[config.mk]
export PLATFORM = sky130hd
export DESIGN_NAME = regfile_wb_arbiter_flat
export DESIGN_NICKNAME = d
export VERILOG_FILES = /design/src/rtl/regfile_wb_arbiter_if.sv /design/src/rtl/regfile_wb_arbiter.sv /design/src/flat_wrapper.sv
export SDC_FILE = /design/constraint.sdc
export NUM_CORES = 1
export LEC_CHECK = 0
export ABC_AREA = 1
export CAP_MARGIN = 10
export CORE_MARGIN = 2
export CORE_UTILIZATION = 37
export DETAILED_ROUTE_END_ITERATION = 10
export MAX_ROUTING_LAYER = met4
export PLACE_DENSITY_LB_ADDON = 0.05
export SYNTH_ARGS = -nofsm -noshare
export SYNTH_HDL_FRONTEND = slang
export SYNTH_SLANG_ARGS = --single-unit
[constraint.sdc]
create_clock -name Clk -period 16 [get_ports Clk]
set_input_delay 4 -clock Clk [delete_from_list [all_inputs] [get_ports Clk]]
set_output_delay 4 -clock Clk [all_outputs]
set_load 0.02 [all_outputs]
[src/rtl/regfile_wb_arbiter_if.sv]
// Write-side bus of the register file arbiter: pipeline writeback,
// long-latency result handshake, issue tracking and the file's write port.
interface regfile_wb_arbiter_if;
  logic        pipe_wen;
  logic [4:0]  pipe_rd;
  logic [31:0] pipe_data;
  logic        lu_valid;
  logic [4:0]  lu_rd;
  logic [31:0] lu_data;
  logic        lu_ready;
  logic        issue_valid;
  logic [4:0]  issue_rd;
  logic        stall_req;
  logic [31:0] busy;
  logic        WEN;
  logic [4:0]  Write_reg;
  logic [31:0] Write_data;

  modport master (
    output pipe_wen, pipe_rd, pipe_data,
    output lu_valid, lu_rd, lu_data,
    input  lu_ready,
    output issue_valid, issue_rd,
    input  stall_req, busy,
    input  WEN, Write_reg, Write_data
  );

  modport slave (
    input  pipe_wen, pipe_rd, pipe_data,
    input  lu_valid, lu_rd, lu_data,
    output lu_ready,
    input  issue_valid, issue_rd,
    output stall_req, busy,
    output WEN, Write_reg, Write_data
  );
endinterface

[src/rtl/regfile_wb_arbiter.sv]
// Merges pipeline writeback and buffered long-latency results onto the
// single register file write port, with starvation protection for the
// buffered results and a busy scoreboard of outstanding destinations.
module regfile_wb_arbiter #(
  parameter int FIFO_DEPTH   = 4,
  parameter int STARVE_LIMIT = 8
) (
  input logic                Clk,
  input logic                rst,
  regfile_wb_arbiter_if.slave bus
);

  localparam int PTR_W = $clog2(FIFO_DEPTH);
  localparam int CNT_W = $clog2(FIFO_DEPTH + 1);
  localparam int ST_W  = $clog2(STARVE_LIMIT + 1);
  localparam logic [CNT_W-1:0] FULL_CNT = CNT_W'(FIFO_DEPTH);
  localparam logic [ST_W-1:0]  ST_MAX   = ST_W'(STARVE_LIMIT);

  logic [4:0]       fifo_rd_q   [FIFO_DEPTH];
  logic [4:0]       fifo_rd_d   [FIFO_DEPTH];
  logic [31:0]      fifo_data_q [FIFO_DEPTH];
  logic [31:0]      fifo_data_d [FIFO_DEPTH];
  logic [PTR_W-1:0] wr_ptr_q, wr_ptr_d;
  logic [PTR_W-1:0] rd_ptr_q, rd_ptr_d;
  logic [CNT_W-1:0] count_q, count_d;
  logic [ST_W-1:0]  starve_q, starve_d;
  logic [31:0]      busy_q, busy_d;
  logic             wen_q, wen_d;
  logic [4:0]       write_reg_q, write_reg_d;
  logic [31:0]      write_data_q, write_data_d;

  logic        fifo_empty;
  logic        lu_ready_w;
  logic        stall_w;
  logic        push;
  logic        pipe_ok;
  logic        pop;
  logic        pipe_win;
  logic [4:0]  head_rd;
  logic [31:0] head_data;

  assign fifo_empty = (count_q == '0);
  assign lu_ready_w = (count_q != FULL_CNT);
  assign stall_w    = (starve_q == ST_MAX) && !fifo_empty;
  assign push       = bus.lu_valid && lu_ready_w && (bus.lu_rd != 5'd0);
  assign pipe_ok    = bus.pipe_wen && (bus.pipe_rd != 5'd0);
  assign head_rd    = fifo_rd_q[rd_ptr_q];
  assign head_data  = fifo_data_q[rd_ptr_q];

  assign bus.lu_ready   = lu_ready_w;
  assign bus.stall_req  = stall_w;
  assign bus.busy       = busy_q;
  assign bus.WEN        = wen_q;
  assign bus.Write_reg  = write_reg_q;
  assign bus.Write_data = write_data_q;

  // Pick the writer: a starved FIFO head first, then the pipeline, then the FIFO.
  always_comb begin
    pop      = 1'b0;
    pipe_win = 1'b0;
    if (stall_w) begin
      pop = 1'b1;
    end else if (pipe_ok) begin
      pipe_win = 1'b1;
    end else if (!fifo_empty) begin
      pop = 1'b1;
    end
  end

  // Next-state for the FIFO, starve counter, scoreboard and write port.
  always_comb begin
    fifo_rd_d    = fifo_rd_q;
    fifo_data_d  = fifo_data_q;
    wr_ptr_d     = wr_ptr_q;
    rd_ptr_d     = rd_ptr_q;
    count_d      = count_q;
    starve_d     = starve_q;
    busy_d       = busy_q;
    wen_d        = 1'b0;
    write_reg_d  = write_reg_q;
    write_data_d = write_data_q;

    if (push) begin
      fifo_rd_d[wr_ptr_q]   = bus.lu_rd;
      fifo_data_d[wr_ptr_q] = bus.lu_data;
      wr_ptr_d              = wr_ptr_q + PTR_W'(1);
    end
    if (pop) begin
      rd_ptr_d = rd_ptr_q + PTR_W'(1);
    end
    count_d = count_q + CNT_W'(push) - CNT_W'(pop);

    if (pop) begin
      wen_d        = 1'b1;
      write_reg_d  = head_rd;
      write_data_d = head_data;
    end else if (pipe_win) begin
      wen_d        = 1'b1;
      write_reg_d  = bus.pipe_rd;
      write_data_d = bus.pipe_data;
    end

    if (pop || fifo_empty) begin
      starve_d = '0;
    end else if (pipe_win && (starve_q != ST_MAX)) begin
      starve_d = starve_q + ST_W'(1);
    end

    if (pop) begin
      busy_d[head_rd] = 1'b0;
    end
    if (bus.issue_valid && (bus.issue_rd != 5'd0)) begin
      busy_d[bus.issue_rd] = 1'b1;
    end
    busy_d[0] = 1'b0;
  end

  // State registers; reset drops buffered results and busy bits at once.
  always_ff @(posedge Clk or posedge rst) begin
    if (rst) begin
      fifo_rd_q    <= '{default: '0};
      fifo_data_q  <= '{default: '0};
      wr_ptr_q     <= '0;
      rd_ptr_q     <= '0;
      count_q      <= '0;
      starve_q     <= '0;
      busy_q       <= '0;
      wen_q        <= 1'b0;
      write_reg_q  <= '0;
      write_data_q <= '0;
    end else begin
      fifo_rd_q    <= fifo_rd_d;
      fifo_data_q  <= fifo_data_d;
      wr_ptr_q     <= wr_ptr_d;
      rd_ptr_q     <= rd_ptr_d;
      count_q      <= count_d;
      starve_q     <= starve_d;
      busy_q       <= busy_d;
      wen_q        <= wen_d;
      write_reg_q  <= write_reg_d;
      write_data_q <= write_data_d;
    end
  end

endmodule

[src/flat_wrapper.sv]
// flat-port wrapper written by rule: the top's interface ports become plain ports
module regfile_wb_arbiter_flat 
#(
  parameter int FIFO_DEPTH   = 4,
  parameter int STARVE_LIMIT = 8
)
  (Clk, rst, bus_pipe_wen, bus_pipe_rd, bus_pipe_data, bus_lu_valid, bus_lu_rd, bus_lu_data, bus_lu_ready, bus_issue_valid, bus_issue_rd, bus_stall_req, bus_busy, bus_WEN, bus_Write_reg, bus_Write_data);
  regfile_wb_arbiter_if bus_i ();
  input logic Clk;
  input logic rst;
  input wire logic [$bits(bus_i.pipe_wen)-1:0] bus_pipe_wen;
  input wire logic [$bits(bus_i.pipe_rd)-1:0] bus_pipe_rd;
  input wire logic [$bits(bus_i.pipe_data)-1:0] bus_pipe_data;
  input wire logic [$bits(bus_i.lu_valid)-1:0] bus_lu_valid;
  input wire logic [$bits(bus_i.lu_rd)-1:0] bus_lu_rd;
  input wire logic [$bits(bus_i.lu_data)-1:0] bus_lu_data;
  output wire logic [$bits(bus_i.lu_ready)-1:0] bus_lu_ready;
  input wire logic [$bits(bus_i.issue_valid)-1:0] bus_issue_valid;
  input wire logic [$bits(bus_i.issue_rd)-1:0] bus_issue_rd;
  output wire logic [$bits(bus_i.stall_req)-1:0] bus_stall_req;
  output wire logic [$bits(bus_i.busy)-1:0] bus_busy;
  output wire logic [$bits(bus_i.WEN)-1:0] bus_WEN;
  output wire logic [$bits(bus_i.Write_reg)-1:0] bus_Write_reg;
  output wire logic [$bits(bus_i.Write_data)-1:0] bus_Write_data;
  assign bus_i.pipe_wen = bus_pipe_wen;
  assign bus_i.pipe_rd = bus_pipe_rd;
  assign bus_i.pipe_data = bus_pipe_data;
  assign bus_i.lu_valid = bus_lu_valid;
  assign bus_i.lu_rd = bus_lu_rd;
  assign bus_i.lu_data = bus_lu_data;
  assign bus_lu_ready = bus_i.lu_ready;
  assign bus_i.issue_valid = bus_issue_valid;
  assign bus_i.issue_rd = bus_issue_rd;
  assign bus_stall_req = bus_i.stall_req;
  assign bus_busy = bus_i.busy;
  assign bus_WEN = bus_i.WEN;
  assign bus_Write_reg = bus_i.Write_reg;
  assign bus_Write_data = bus_i.Write_data;
  regfile_wb_arbiter #(.FIFO_DEPTH(FIFO_DEPTH), .STARVE_LIMIT(STARVE_LIMIT)) u_core (.Clk(Clk), .rst(rst), .bus(bus_i));
endmodule
==> metrics.txt, run 1 <==
PostCTS Resize Cnt 0; initial drt markers 1014; nets 1554; CTS Buf Count 26; Worst Hold Depth 2; peak supply drop 0.114 mV; Top reg by flops u_core.fifo_data_q; WL final 35200 um; CTS sink count 228; Leak Pwr 6.22 nW; Setup Viol. Count Final 0; CTS tree yes; Total GRT Usage 23.4%; dominant synthesized flop cell dfrtp_1; clk root buf clkbuf_16; post-synth top area share 52.6%; met1 Track Usage GR 35.8%; fmax 159 MHz; asr flop ratio synth 100%; hold slack 472 ps; chip height 175 um; design area 0.0134 mm^2; IO Pins 156; fillers 2886; WL/cell 18.9 um; Slew HR 28.1%; Overall Power 2.88 mW; area of the multi-input gates 0.00453 mm^2; CP Launch Type register; synthesized cell area 0.0108 mm^2; antenna violations before repair 0; grt met3 use 3.18%; vias per cell 5.24; DRC violations left 0; Critical Path AT 2290 ps; Worst Setup Path Type register to primary output; Seq/Total Area, Yosys 52.6%; Die ar. 0.0307 mm^2; Crit. End Element primary output; CORE AREA 0.0288 mm^2; routed vias 9756; Netlist cell types 31; setup_tns 0 ps; Max Buffers Root-to-Sink 3; Synthesized Nets 1446; status completed; PortBufs 154; max-slew violations 0; RSZ-0062 raised after global routing false; Hold Buf Count CTS 0; Sequential Area 0.00571 mm^2; most common cell in the netlist nand2_1; Post-synth EDFFs 0; largest net degree at the start of global routing 101; H-Tree Depth 1; Starting Density 37.7%; most frequent cells after synthesis nand2_1, dfrtp_1, o21ai_0, nand3_1, nor2_1; layout cells sized above 1 6.09%; Post-Syn Area per Cell 8.01 um^2; PD cells 214 mW/mm^2; critical path peak fanout 39; vias in the first global route 9195; met2 Track Usage GR 32.9%; remaining antenna violation count 0; clk_skew 12.5 ps; Inserted Diodes 0; synth top area cells dfrtp_1, nand2_1, o21ai_0, nand3_1, nor2_1; clock transition at the registers of the reported paths 60 ps; reg2reg path depth 12; yosys warns 0; Synth area leader dfrtp_1; Clock Latency Late Sink 540 ps; routability cong. 0.750; fin util 46.7%; count of state elements after synthesis 228; total congestion overflow 0; worst slew pin tran 1070 ps; std cell rows 62; Post-DP HPWL 20900 um; Fin. Hold Viols 0; first-pass GRT wire length 54900 um; hold crit path type register to register; Area Growth Syn to Fin 23.9%; Max Cap Viol 0; # Post-CTS Setup Buffers 0; worst path required time 12000 ps; drt first pass iters 5; Die W 175 um; max reg flops 128; Tcrit/Tclk final 39.3%; area post-placement 0.0126 mm^2; post-route minimum period 6290 ps; Synth Instances 1353; Top Usage Layer GRT met1
## worst max-delay path, stage by stage (launching register included)
cell,delay [ps]
dfrtp_1,400
inv_2,90
nand3_1,150
nand3_1,110
buf_4,380
inv_1,70
clkdlybuf4s50_1,540
## report_power, final
part	switching [mW]	internal, mW
logic	0.876	0.424
registers	0.134	0.847
clock network	0.243	0.355
## final cells by class
type                       count  share of cell area [%]
clock inverter                 5                   0.373
multi-input combinational    987                    33.7
tap                          384                    3.58
timing repair buffer         174                    12.6
clock buffer                  40                    5.92
sequential                   228                    42.5
inverter                      44                    1.30
## layer usage
| metal | vias up | part of all wire, % |
|---|---|---|
| li1 | 4667 | - |
| met1 | 4749 | 50 |
| met4 | 0 | 1.4 |
| met3 | 37 | 6.4 |
| met2 | 303 | 42 |
| met5 | - | 0 |
## logic make-up (layout without fill, tap and decap cells)
logic type,count (synthesis),in the layout,share of synthesized area (%)
compound gates,257,257,12.2
simple gates,713,713,27.8
flops,228,228,52.6
other cells,1,1,0.0346
buf+inv,138,263,5.67
xor+xnor,7,7,0.566
fa+ha+maj,9,9,1.11
## per-stage QoR
| stage | setup WS [ps] | cells |
|---|---|---|
| after floorplan | 5750 | 1353 |
| after global placement | 9290 | 1817 |
| after detailed placement | 9250 | 1817 |
| after CTS | 9680 | 1862 |
| after global routing | 9510 | 1862 |
| final | 9710 | 1862 |
## placed cells by master (no fill, tap or decap)
cell | Yosys | final
nor2_4 | 7 | 7
nand4_1 | 35 | 35
dfrtp_2 | 0 | 2
o211ai_1 | 1 | 1
inv_4 | 1 | 1
nor3_1 | 11 | 11
nand2_2 | 5 | 4
nand2_4 | 0 | 1
nand3_1 | 117 | 117
clkbuf_16 | 0 | 27
ha_1 | 8 | 8
nor2_1 | 67 | 64
inv_1 | 36 | 35
nand3_2 | 2 | 2
clkbuf_8 | 0 | 7
dfrtp_1 | 228 | 226
a21oi_1 | 11 | 11
nand2_1 | 464 | 464
o21ai_0 | 210 | 210
xnor2_1 | 2 | 2
buf_4 | 8 | 20
nor2_2 | 4 | 7
clkinv_2 | 0 | 4
conb_1 | 1 | 1
clkinv_1 | 1 | 1
xor2_1 | 5 | 5
inv_8 | 0 | 1
inv_2 | 6 | 6
o21ai_1 | 12 | 12
fa_1 | 1 | 1
o22ai_1 | 23 | 23
clkdlybuf4s50_1 | 0 | 154
and2_1 | 1 | 1
bufinv_16 | 0 | 1
clkbuf_1 | 38 | 6
## worst paths after layout
path	from	end	slack, ps
hold reg to reg	u_core.bus.busy[20]$_DFF_PP0_	u_core.bus.busy[20]$_DFF_PP0_	470
max in group asynchronous	rst	u_core.rd_ptr_q[0]$_DFFE_PP0N_	10610
min in group asynchronous	rst	u_core.bus.Write_data[23]$_DFFE_PP0P_	3960
setup reg to reg	u_core.rd_ptr_q[0]$_DFFE_PP0N_	u_core.bus.busy[19]$_DFF_PP0_	12880
hold / removal	u_core.bus.busy[20]$_DFF_PP0_	u_core.bus.busy[20]$_DFF_PP0_	470
setup / recovery	u_core.count_q[1]$_DFF_PP0_	bus_stall_req	9710
Power figures use the tool's default switching activity.
==> run 2, diff against run 1 <==
==> constraint.sdc (replaced) <==
create_clock -name Clk -period 5.6 [get_ports Clk]
set_input_delay 1.4 -clock Clk [delete_from_list [all_inputs] [get_ports Clk]]
set_output_delay 1.4 -clock Clk [all_outputs]
set_load 0.02 [all_outputs]
==> metrics.txt, run 2 (synthesis results as in run 1) <==
first-pass GRT wire length 55500 um (+1.1%); Max Cap Viol 0 (unchanged); Placed Cells 1817 (unchanged); Leak Pwr 6.25 nW (+0.36%); reg2reg path depth 9 (-3); max-slew violations 0 (unchanged); Final Non-Filler Cells 1867 (+0.27%); Slew HR 36.5% (+8.4 points); Max Buffers Root-to-Sink 3 (unchanged); largest net degree at the start of global routing 93 (-7.9%); max reg flops 128 (unchanged); layout cells sized above 1 6.20% (+0.11 points); H-Tree Depth 1 (unchanged); initial drt markers 843 (-17%); Area Growth Syn to Fin 24.4%; IO Pins 156 (unchanged); CP max stage cell clkdlybuf4s50_1; Worst Hold Depth 2 (unchanged); reg-to-reg slack, setup 2970 ps (-9910 ps); CORE AREA 0.0288 mm^2 (unchanged); Worst Setup Path Type register to primary output; CTS sink count 228 (unchanged); Setup Viol. Count Final 0 (unchanged); clock transition at the registers of the reported paths 60 ps (about the same); Inserted Diodes 0 (unchanged); R2R Path End u_core.bus.busy[15]$_DFF_PP0_; worst slew pin tran 953 ps (-118 ps); fmax 274 MHz; WL/cell 18.6 um (-1.6%); Tcrit/Tclk final 65.3%; clk_skew 10.4 ps (-2.10 ps); # Post-CTS Setup Buffers 0 (unchanged); peak supply drop 0.307 mV (+170%); CP Launch Type register; std cell rows 62 (unchanged); PortBufs 154 (unchanged); setup_tns 0 ps (unchanged); antenna violations before repair 0 (unchanged); drt first pass iters 5 (unchanged); CP Cell Sequence inv_1 -> ha_1 -> nand3_1 -> buf_4 -> inv_1 -> clkdlybuf4s50_1; chip height 175 um (unchanged); total congestion overflow 0 (unchanged); PostCTS Resize Cnt 0 (unchanged); Starting Density 37.7% (unchanged); Post-DP HPWL 20500 um (-1.8%); routed vias 9664 (-0.94%); most common cell after layout, fill and taps aside nand2_1; Die W 175 um (unchanged); most used cell along the critical path inv_1; CTS Buf Count 27 (+3.8%); status completed; critical path peak fanout 39 (unchanged); most frequent cells in the layout nand2_1, dfrtp_1, o21ai_0; Top reg by flops u_core.fifo_data_q; Reg2Reg Launch Point u_core.rd_ptr_q[1]$_DFFE_PP0N_; post-route minimum period 3660 ps; Overall Power 8.23 mW (+190%); Crit. End Element primary output; Hold Buf Count CTS 0 (unchanged); hold crit path type register to register; hold endpoint u_core.bus.busy[14]$_DFF_PP0_; WL final 34700 um (-1.3%); worst path required time 4200 ps (-7800 ps); CP max stage delay 540 ps (about the same); vias per cell 5.18 (-1.2%); remaining antenna violation count 0 (unchanged); fin util 46.9% (+0.20 points); hold path startpoint u_core.bus.busy[14]$_DFF_PP0_; vias in the first global route 9492 (+3.2%); Critical Path AT 2260 ps (-30 ps); clk root buf clkbuf_16; Total GRT Usage 23.5% (+0.12 points); nets 1556 (+0.13%); CTS tree yes; DRC violations left 0 (unchanged); routability cong. 0.761 (+1.5%); RSZ-0062 raised after global routing false; Clock Latency Late Sink 530 ps (about the same); PD cells 610 mW/mm^2 (+180%); Fin. Hold Viols 0 (unchanged); Die ar. 0.0307 mm^2 (unchanged)
run 2: through the flow:
stage | instance area (um^2) | hold WS [ps] | worst slack, ps
final | 13500 | 470 | 1940
after global routing | 13500 | 498 | 1690
after CTS | 13500 | 476 | 1910
after detailed placement | 12600 | 461 | 1450
after global placement | 12600 | 452 | 1470
after floorplan | 10800 | 444 | 1220
run 2: how the worst max path moves through the flow:
stage | slack [ps] | to | cells after the start | startpoint
after floorplan | 1220 | u_core.bus.WEN$_DFF_PP0_ | 1 | rst
after global placement | 1470 | u_core.rd_ptr_q[1]$_DFFE_PP0N_ | 9 | bus_pipe_rd[3]
after detailed placement | 1450 | u_core.rd_ptr_q[1]$_DFFE_PP0N_ | 9 | bus_pipe_rd[3]
after CTS | 1910 | bus_stall_req | 6 | u_core.count_q[1]$_DFF_PP0_
after global routing | 1690 | u_core.bus.busy[27]$_DFF_PP0_ | 10 | bus_pipe_rd[3]
final | 1940 | bus_stall_req | 6 | u_core.starve_q[0]$_DFFE_PP0P_
run 2: layer usage:
layer	vias up	GRT usage (%)	share of wire, %
li1	4673	-	-
met1	4687	35.7	51
met2	275	33.7	42
met3	29	3.42	5.8
met4	0	3.68	1.2
met5	-	-	0
run 2: area by class of cell:
| type | count | area [um^2] |
|---|---|---|
| Sequential cell | 228 | 5710 |
| Timing Repair Buffer | 175 | 1720 |
| Clock inverter | 3 | 18.8 |
| Tap cell | 384 | 480 |
| Multi-Input combinational cell | 987 | 4530 |
| Inverter | 44 | 171 |
| Fill cell | 2903 | 15300 |
| Clock buffer | 46 | 857 |
run 2: where the power goes:
| part | internal (mW) | switching (mW) | leakage [nW] |
|---|---|---|---|
| Sequential | 2.42 | 0.376 | 2.83 |
| Clock | 1.03 | 0.684 | 0.434 |
| Combinational | 1.21 | 2.51 | 2.99 |
run 2: critical path, delay by kind of cell, from the launching register on:
kind	cells	cell delay, ps
buffers and inverters	4	1050
flip-flops	1	390
AND/OR/NAND/NOR	1	80
adder cells (fa/ha/maj)	1	200
